--- src/rtl/carry_lookahead_adder_if.sv ---
// Operand/result bundle for carry_lookahead_adder.
// OVF/OVF_Q exist only when CLA_OVERFLOW_EN is defined.
interface carry_lookahead_adder_if #(
    parameter int unsigned WIDTH = 4
);
    logic [WIDTH-1:0] A;
    logic [WIDTH-1:0] B;
    logic             CIN;
    logic             in_valid;
    logic [WIDTH-1:0] SUM;
    logic             COUT;
    logic             GP;
    logic             GG;
    logic [WIDTH-1:0] SUM_Q;
    logic             COUT_Q;
    logic             out_valid;
`ifdef CLA_OVERFLOW_EN
    logic             OVF;
    logic             OVF_Q;
`endif

    modport master (
        output A, B, CIN, in_valid,
`ifdef CLA_OVERFLOW_EN
        input  OVF, OVF_Q,
`endif
        input  SUM, COUT, GP, GG, SUM_Q, COUT_Q, out_valid
    );

    modport slave (
        input  A, B, CIN, in_valid,
`ifdef CLA_OVERFLOW_EN
        output OVF, OVF_Q,
`endif
        output SUM, COUT, GP, GG, SUM_Q, COUT_Q, out_valid
    );
endinterface

--- src/rtl/carry_lookahead_adder.sv ---
// Multi-level 4-bit-group carry-lookahead adder with a registered result copy.
// Define CLA_OVERFLOW_EN to add the signed-overflow outputs OVF/OVF_Q.
module carry_lookahead_adder #(
    parameter int unsigned WIDTH = 4
) (
    input  logic                   clk,
    input  logic                   rst_n,
    carry_lookahead_adder_if.slave bus
);

    function automatic int unsigned node_count(input int unsigned level);
        int unsigned n;
        n = WIDTH;
        for (int unsigned i = 0; i < level; i++) n = (n + 3) / 4;
        return n;
    endfunction

    function automatic int unsigned level_count();
        int unsigned n;
        int unsigned lv;
        n  = WIDTH;
        lv = 0;
        while (n > 1) begin
            n  = (n + 3) / 4;
            lv = lv + 1;
        end
        return lv;
    endfunction

    localparam int unsigned NLEV = level_count();

    // Fully expanded carry into position n of a 4-wide group: OR of g[t]&p[t+1..n-1] terms plus ci&p[0..n-1].
    function automatic logic lookahead(input logic [3:0] p, input logic [3:0] g,
                                       input logic ci, input int unsigned n);
        logic r;
        logic term;
        r = 1'b0;
        for (int unsigned t = 0; t < 4; t++) begin
            if (t < n) begin
                term = g[t];
                for (int unsigned u = 0; u < 4; u++)
                    if (u > t && u < n) term = term & p[u];
                r = r | term;
            end
        end
        term = ci;
        for (int unsigned u = 0; u < 4; u++)
            if (u < n) term = term & p[u];
        return r | term;
    endfunction

    // Level 0 holds bits; level k node j covers level k-1 nodes 4j..4j+3.
    logic [WIDTH-1:0] lp [0:NLEV];
    logic [WIDTH-1:0] lg [0:NLEV];
    logic [WIDTH-1:0] lc [0:NLEV];
    logic [3:0]       p4;
    logic [3:0]       g4;
    int unsigned      idx;

    always_comb begin
        p4  = '1;
        g4  = '0;
        idx = 0;
        // Absent nodes act as pure pass-through (p=1, g=0) so partial groups stay exact.
        for (int unsigned k = 0; k <= NLEV; k++) begin
            lp[k] = '1;
            lg[k] = '0;
            lc[k] = '0;
        end
        lp[0] = bus.A ^ bus.B;
        lg[0] = bus.A & bus.B;

        for (int unsigned k = 1; k <= NLEV; k++) begin
            for (int unsigned j = 0; j < WIDTH; j++) begin
                if (j < node_count(k)) begin
                    p4 = '1;
                    g4 = '0;
                    for (int unsigned b = 0; b < 4; b++) begin
                        idx = 4 * j + b;
                        if (idx < WIDTH) begin
                            p4[b] = lp[k-1][idx];
                            g4[b] = lg[k-1][idx];
                        end
                    end
                    lp[k][j] = &p4;
                    lg[k][j] = lookahead(p4, g4, 1'b0, 4);
                end
            end
        end

        lc[NLEV][0] = bus.CIN;
        for (int unsigned k = NLEV; k >= 1; k--) begin
            for (int unsigned j = 0; j < WIDTH; j++) begin
                if (j < node_count(k)) begin
                    p4 = '1;
                    g4 = '0;
                    for (int unsigned b = 0; b < 4; b++) begin
                        idx = 4 * j + b;
                        if (idx < WIDTH) begin
                            p4[b] = lp[k-1][idx];
                            g4[b] = lg[k-1][idx];
                        end
                    end
                    for (int unsigned b = 0; b < 4; b++) begin
                        idx = 4 * j + b;
                        if (idx < WIDTH) lc[k-1][idx] = lookahead(p4, g4, lc[k][j], b);
                    end
                end
            end
        end
    end

    assign bus.SUM  = lp[0] ^ lc[0];
    assign bus.GP   = lp[NLEV][0];
    assign bus.GG   = lg[NLEV][0];
    assign bus.COUT = lg[NLEV][0] | (lp[NLEV][0] & bus.CIN);

`ifdef CLA_OVERFLOW_EN
    assign bus.OVF = bus.COUT ^ lc[0][WIDTH-1];
`endif

    always_ff @(posedge clk or negedge rst_n) begin
        if (!rst_n) begin
            bus.SUM_Q     <= '0;
            bus.COUT_Q    <= 1'b0;
            bus.out_valid <= 1'b0;
`ifdef CLA_OVERFLOW_EN
            bus.OVF_Q     <= 1'b0;
`endif
        end else begin
            bus.out_valid <= bus.in_valid;
            if (bus.in_valid) begin
                bus.SUM_Q  <= bus.SUM;
                bus.COUT_Q <= bus.COUT;
`ifdef CLA_OVERFLOW_EN
                bus.OVF_Q  <= bus.OVF;
`endif
            end
        end
    end

endmodule

--- src/flat_wrapper.sv ---
// flat-port wrapper written by rule: the top's interface ports become plain ports
module carry_lookahead_adder_flat 
#(
    parameter int unsigned WIDTH = 4
)
  (clk, rst_n, bus_A, bus_B, bus_CIN, bus_in_valid, bus_SUM, bus_COUT, bus_GP, bus_GG, bus_SUM_Q, bus_COUT_Q, bus_out_valid);
  carry_lookahead_adder_if #(.WIDTH(WIDTH)) bus_i ();
  input  logic clk;
  input  logic rst_n;
  input wire logic [$bits(bus_i.A)-1:0] bus_A;
  input wire logic [$bits(bus_i.B)-1:0] bus_B;
  input wire logic [$bits(bus_i.CIN)-1:0] bus_CIN;
  input wire logic [$bits(bus_i.in_valid)-1:0] bus_in_valid;
  output wire logic [$bits(bus_i.SUM)-1:0] bus_SUM;
  output wire logic [$bits(bus_i.COUT)-1:0] bus_COUT;
  output wire logic [$bits(bus_i.GP)-1:0] bus_GP;
  output wire logic [$bits(bus_i.GG)-1:0] bus_GG;
  output wire logic [$bits(bus_i.SUM_Q)-1:0] bus_SUM_Q;
  output wire logic [$bits(bus_i.COUT_Q)-1:0] bus_COUT_Q;
  output wire logic [$bits(bus_i.out_valid)-1:0] bus_out_valid;
  assign bus_i.A = bus_A;
  assign bus_i.B = bus_B;
  assign bus_i.CIN = bus_CIN;
  assign bus_i.in_valid = bus_in_valid;
  assign bus_SUM = bus_i.SUM;
  assign bus_COUT = bus_i.COUT;
  assign bus_GP = bus_i.GP;
  assign bus_GG = bus_i.GG;
  assign bus_SUM_Q = bus_i.SUM_Q;
  assign bus_COUT_Q = bus_i.COUT_Q;
  assign bus_out_valid = bus_i.out_valid;
  carry_lookahead_adder #(.WIDTH(WIDTH)) u_core (.clk(clk), .rst_n(rst_n), .bus(bus_i));
endmodule
--- config.mk ---
export PLATFORM = sky130hd
export DESIGN_NAME = carry_lookahead_adder_flat
export DESIGN_NICKNAME = d
export VERILOG_FILES = /design/src/rtl/carry_lookahead_adder_if.sv /design/src/rtl/carry_lookahead_adder.sv /design/src/flat_wrapper.sv
export SDC_FILE = /design/constraint.sdc
export NUM_CORES = 1
export LEC_CHECK = 0
export CAP_MARGIN = 20
export CELL_PAD_IN_SITES_DETAIL_PLACEMENT = 1
export CELL_PAD_IN_SITES_GLOBAL_PLACEMENT = 1
export CORE_ASPECT_RATIO = 0.9
export CORE_UTILIZATION = 22
export CTS_CLUSTER_DIAMETER = 100
export CTS_CLUSTER_SIZE = 30
export DETAILED_ROUTE_END_ITERATION = 10
export GPL_TIMING_DRIVEN = 0
export PLACE_DENSITY_LB_ADDON = 0.1
export RECOVER_POWER = 50
export SYNTH_ARGS = -nofsm -noshare
export SYNTH_HDL_FRONTEND = slang
export SYNTH_SLANG_ARGS = --single-unit
--- constraint.sdc ---
create_clock -name clk -period 1.4 [get_ports clk]
set_input_delay 0.28 -clock clk [delete_from_list [all_inputs] [get_ports clk]]
set_output_delay 0.28 -clock clk [all_outputs]
set_load 0.05 [all_outputs]
==> results.tsv, run 1 <==
stage	metric	value	unit
global_route	M3 GR Usage	3.16	%
floorplanning	# IOs	25	
final_layout	final non-filler cell total	104	
floorplanning	initial core utilization	24.5	%
worst_setup_path	worst path arrival time	1.47	ns
global_route	initial antenna violation count	0	
worst_setup_path	Worst Setup End Kind	output pin	
worst_hold_path	hold crit path type	in -> async	
final_layout	Non-Filler Cell Area, Final	985	sq um
yosys	most frequent cells after synthesis	6 x dfrtp_1, 5 x ha_1, 5 x nand2_1	
final_layout	fraction of layout cells with a size suffix above 1	70.0	%
outcome	status	finished with violations	
floorplanning	Die Y	43.7	microns
timing	Worst Tran Pin Value	0.486	ns
timing	crit path time final	1.75	ns
placed_design	GP Congestion	0.694	
clock_network	Reg clk slew, reported paths	0.05	ns
final_layout	antenna diode count	0	
placed_design	port bufs	24	
yosys	Synth area leaders	dfrtp_1 35%, ha_1 15%, fa_1 4.7%, nand2_1 4.4%, xor2_1 4.1%	
floorplanning	die area	2110	sq um
timing	TNS Setup	-1.27	ns
yosys	syn nets	62	
global_route	GRT Max-Usage Layer	met2	
clock_network	worst skew pair latency	0.24	ns
timing	Max Clk Rate	571	MHz
outcome	failing checks	negative setup slack	
clock_network	Num CTS Buffers	3	
final_layout	Final #Nets	100	
yosys	Main synth FF type	dfrtp_1	
global_route	met1 usage	16.6	%
yosys	post-synth cell types	23	
power	PwrDens	1010	nW/um^2
clock_network	clk sinks	6	
placed_design	DP HPWL	987	microns
timing	Worst Hold Slack	0.360	ns
timing	Hold Fails Final Rpt	0	
worst_setup_path	Worst EP required	1.12	ns
drt	Post-Route WL	1280	microns
drt	DRT Pass-1 Iters	3	
timing	setup violators final	7	
global_route	global-route wire length before repair	2190	microns
global_route	met2 usage	23.4	%
drt	Post-DRT Antenna Nets	0	
power	leakage power figure	0.419	nW
yosys	area share of the largest cell type after synthesis	35.3	%
global_route	vias in the first global route	492	
yosys	Post-synth EDFFs	0	
placed_design	area post-placement	833	sq um
final_layout	Area Overhead vs Synth	131	%
drt	initial drt markers	1	
placed_design	Place WS	-1.48	ns
yosys	area leader, netlist	dfrtp_1	
placed_design	DP Cell Count	92	
clock_network	H-Tree Depth	1	
clock_network	clk buf depth	2	
floorplanning	die width	48.4	microns
global_route	global route overflow	0	
timing	slew margin rel.	67.7	%
clock_network	hold_buf cts	0	
timing	Slew Limit Fails	0	
worst_setup_path	critical path fanouts, max	2	
timing	Tcrit/Tclk final	125	%
drt	routed vias	476	
yosys	flops & latches, synth	6	
job	max-cap viol count	0	
drt	DR vias/cell	4.58	
floorplanning	row cnt	14	
global_route	GRT Total Usage	14.0	%
floorplanning	core area	1730	sq um
clock_network	clk root buf	clkbuf_4	
yosys	post-synthesis sequential area ratio	35.3	%
timing	final worst slack	-0.352	ns
yosys	Yosys warnings	0	
yosys	Syn Inst Count	44	
clock_network	TritonCTS clock tree	built	
yosys	Synth Cell Area	425	sq um
worst_setup_path	Critical Path Source Type	input port	
global_route	pin count of the biggest net entering global routing	9	
timing	Clock Skews	0	ns
drt	post-detailed-route DRC marker count	0	
timing	RSZ-0062 raised after global routing	yes	
yosys	Avg Cell Area, Syn	9.67	sq um
drt	drt wl/cell	12.3	microns
power	VDD IR max	0.000353	V
yosys	count leader, synth	dfrtp_1	
yosys	ys async rst share	100	%
worst_setup_path	CP Class	in -> out	
-- kinds of logic (layout without fill, tap and decap cells) --
logic type / after synthesis / after routing / share of synthesized area, %
xor+xnor: 3 / 3 / 6.18
buf+inv: 5 / 41 / 4.70
fa+ha+maj: 6 / 6 / 19.4
mux: 1 / 1 / 2.65
flops: 6 / 6 / 35.3
simple gates: 12 / 12 / 13.8
compound gates: 11 / 11 / 17.9
-- cells in the final DEF, fill, tap and decap left out, types with 3 or more instances in the layout --
master    synthesis  final
buf_8             0      4
nor2_1            4      4
buf_6             0     12
buf_4             0      8
dfrtp_1           6      6
ha_4              0      5
clkbuf_2          0      3
clkbuf_4          0      3
-- flip-flops by register name, indices dropped and copies added (netlist names) --
| signal | cells |
|---|---|
| u_core.bus.COUT_Q | 1 |
| u_core.bus.SUM_Q | 4 |
| u_core.bus.out_valid | 1 |
-- metrics by stage --
step / power, W / util, %
global route: 0.00106 / 56.8
CTS: 0.000985 / 53.8
floorplan: 0.000600 / -
finish: 0.000998 / 56.8
global placement: 0.000773 / 48.1
detailed placement: 0.000781 / 48.1
-- report_power, final --
part | switching (W) | internal [W]
Sequential | 0.0000145 | 0.000200
Combinational | 0.000363 | 0.000263
Clock | 0.0000602 | 0.0000968
-- worst paths after layout --
check	startpoint	end	slack, ns	cells past startpoint
setup reg to reg	u_core.bus.SUM_Q[2]	u_core.bus.SUM_Q[2]	0.57	1
max in group asynchronous	rst_n	u_core.bus.SUM_Q[1]	0.81	1
hold / removal	rst_n	u_core.bus.out_valid	0.36	1
hold reg to reg	u_core.bus.SUM_Q[0]	u_core.bus.SUM_Q[0]	0.52	1
min in group clk	bus_CIN	u_core.bus.COUT_Q	0.51	4
setup / recovery	bus_A[0]	bus_SUM[3]	-0.35	7
-- repair_timing --
| action | 4_1_cts | 5_1_grt |
|---|---|---|
| gates cloned | 0 | 0 |
| setup buffers | 6 | 3 |
| pin swaps | 15 | 14 |
| resized for setup | 109 | 15 |
| endpoints found under the setup margin | 18 | 13 |
-- cell type report --
class | count | area [sq um]
Timing Repair Buffer | 33 | 324
Clock buffer | 3 | 22.5
Buffer | 1 | 5.00
Fill cell | 185 | 749
Sequential cell | 6 | 150
Tap cell | 24 | 30.0
Multi-Input combinational cell | 33 | 434
Inverter | 4 | 18.8
-- critical path, stage by stage --
cell and delay (ns):
buf_8 0.10, ha_4 0.24, ha_4 0.16, o211ai_1 0.24, nand2_2 0.14, xor2_4 0.16, buf_6 0.15
-- routing by layer --
metal | vias to the layer above | part of all wire (%)
met3 | 2 | 4.8
met1 | 230 | 40
met5 | - | 0
met2 | 16 | 54
li1 | 228 | -
met4 | 0 | 1.1
No activity file was read; power rests on OpenSTA's default activity.
==> run 2, diff against run 1 <==
Settings changed: SLEW_MARGIN set to 20.
==> results of run 2 <==
No change in the layout: final DEF, timing and power equal those of run 1.
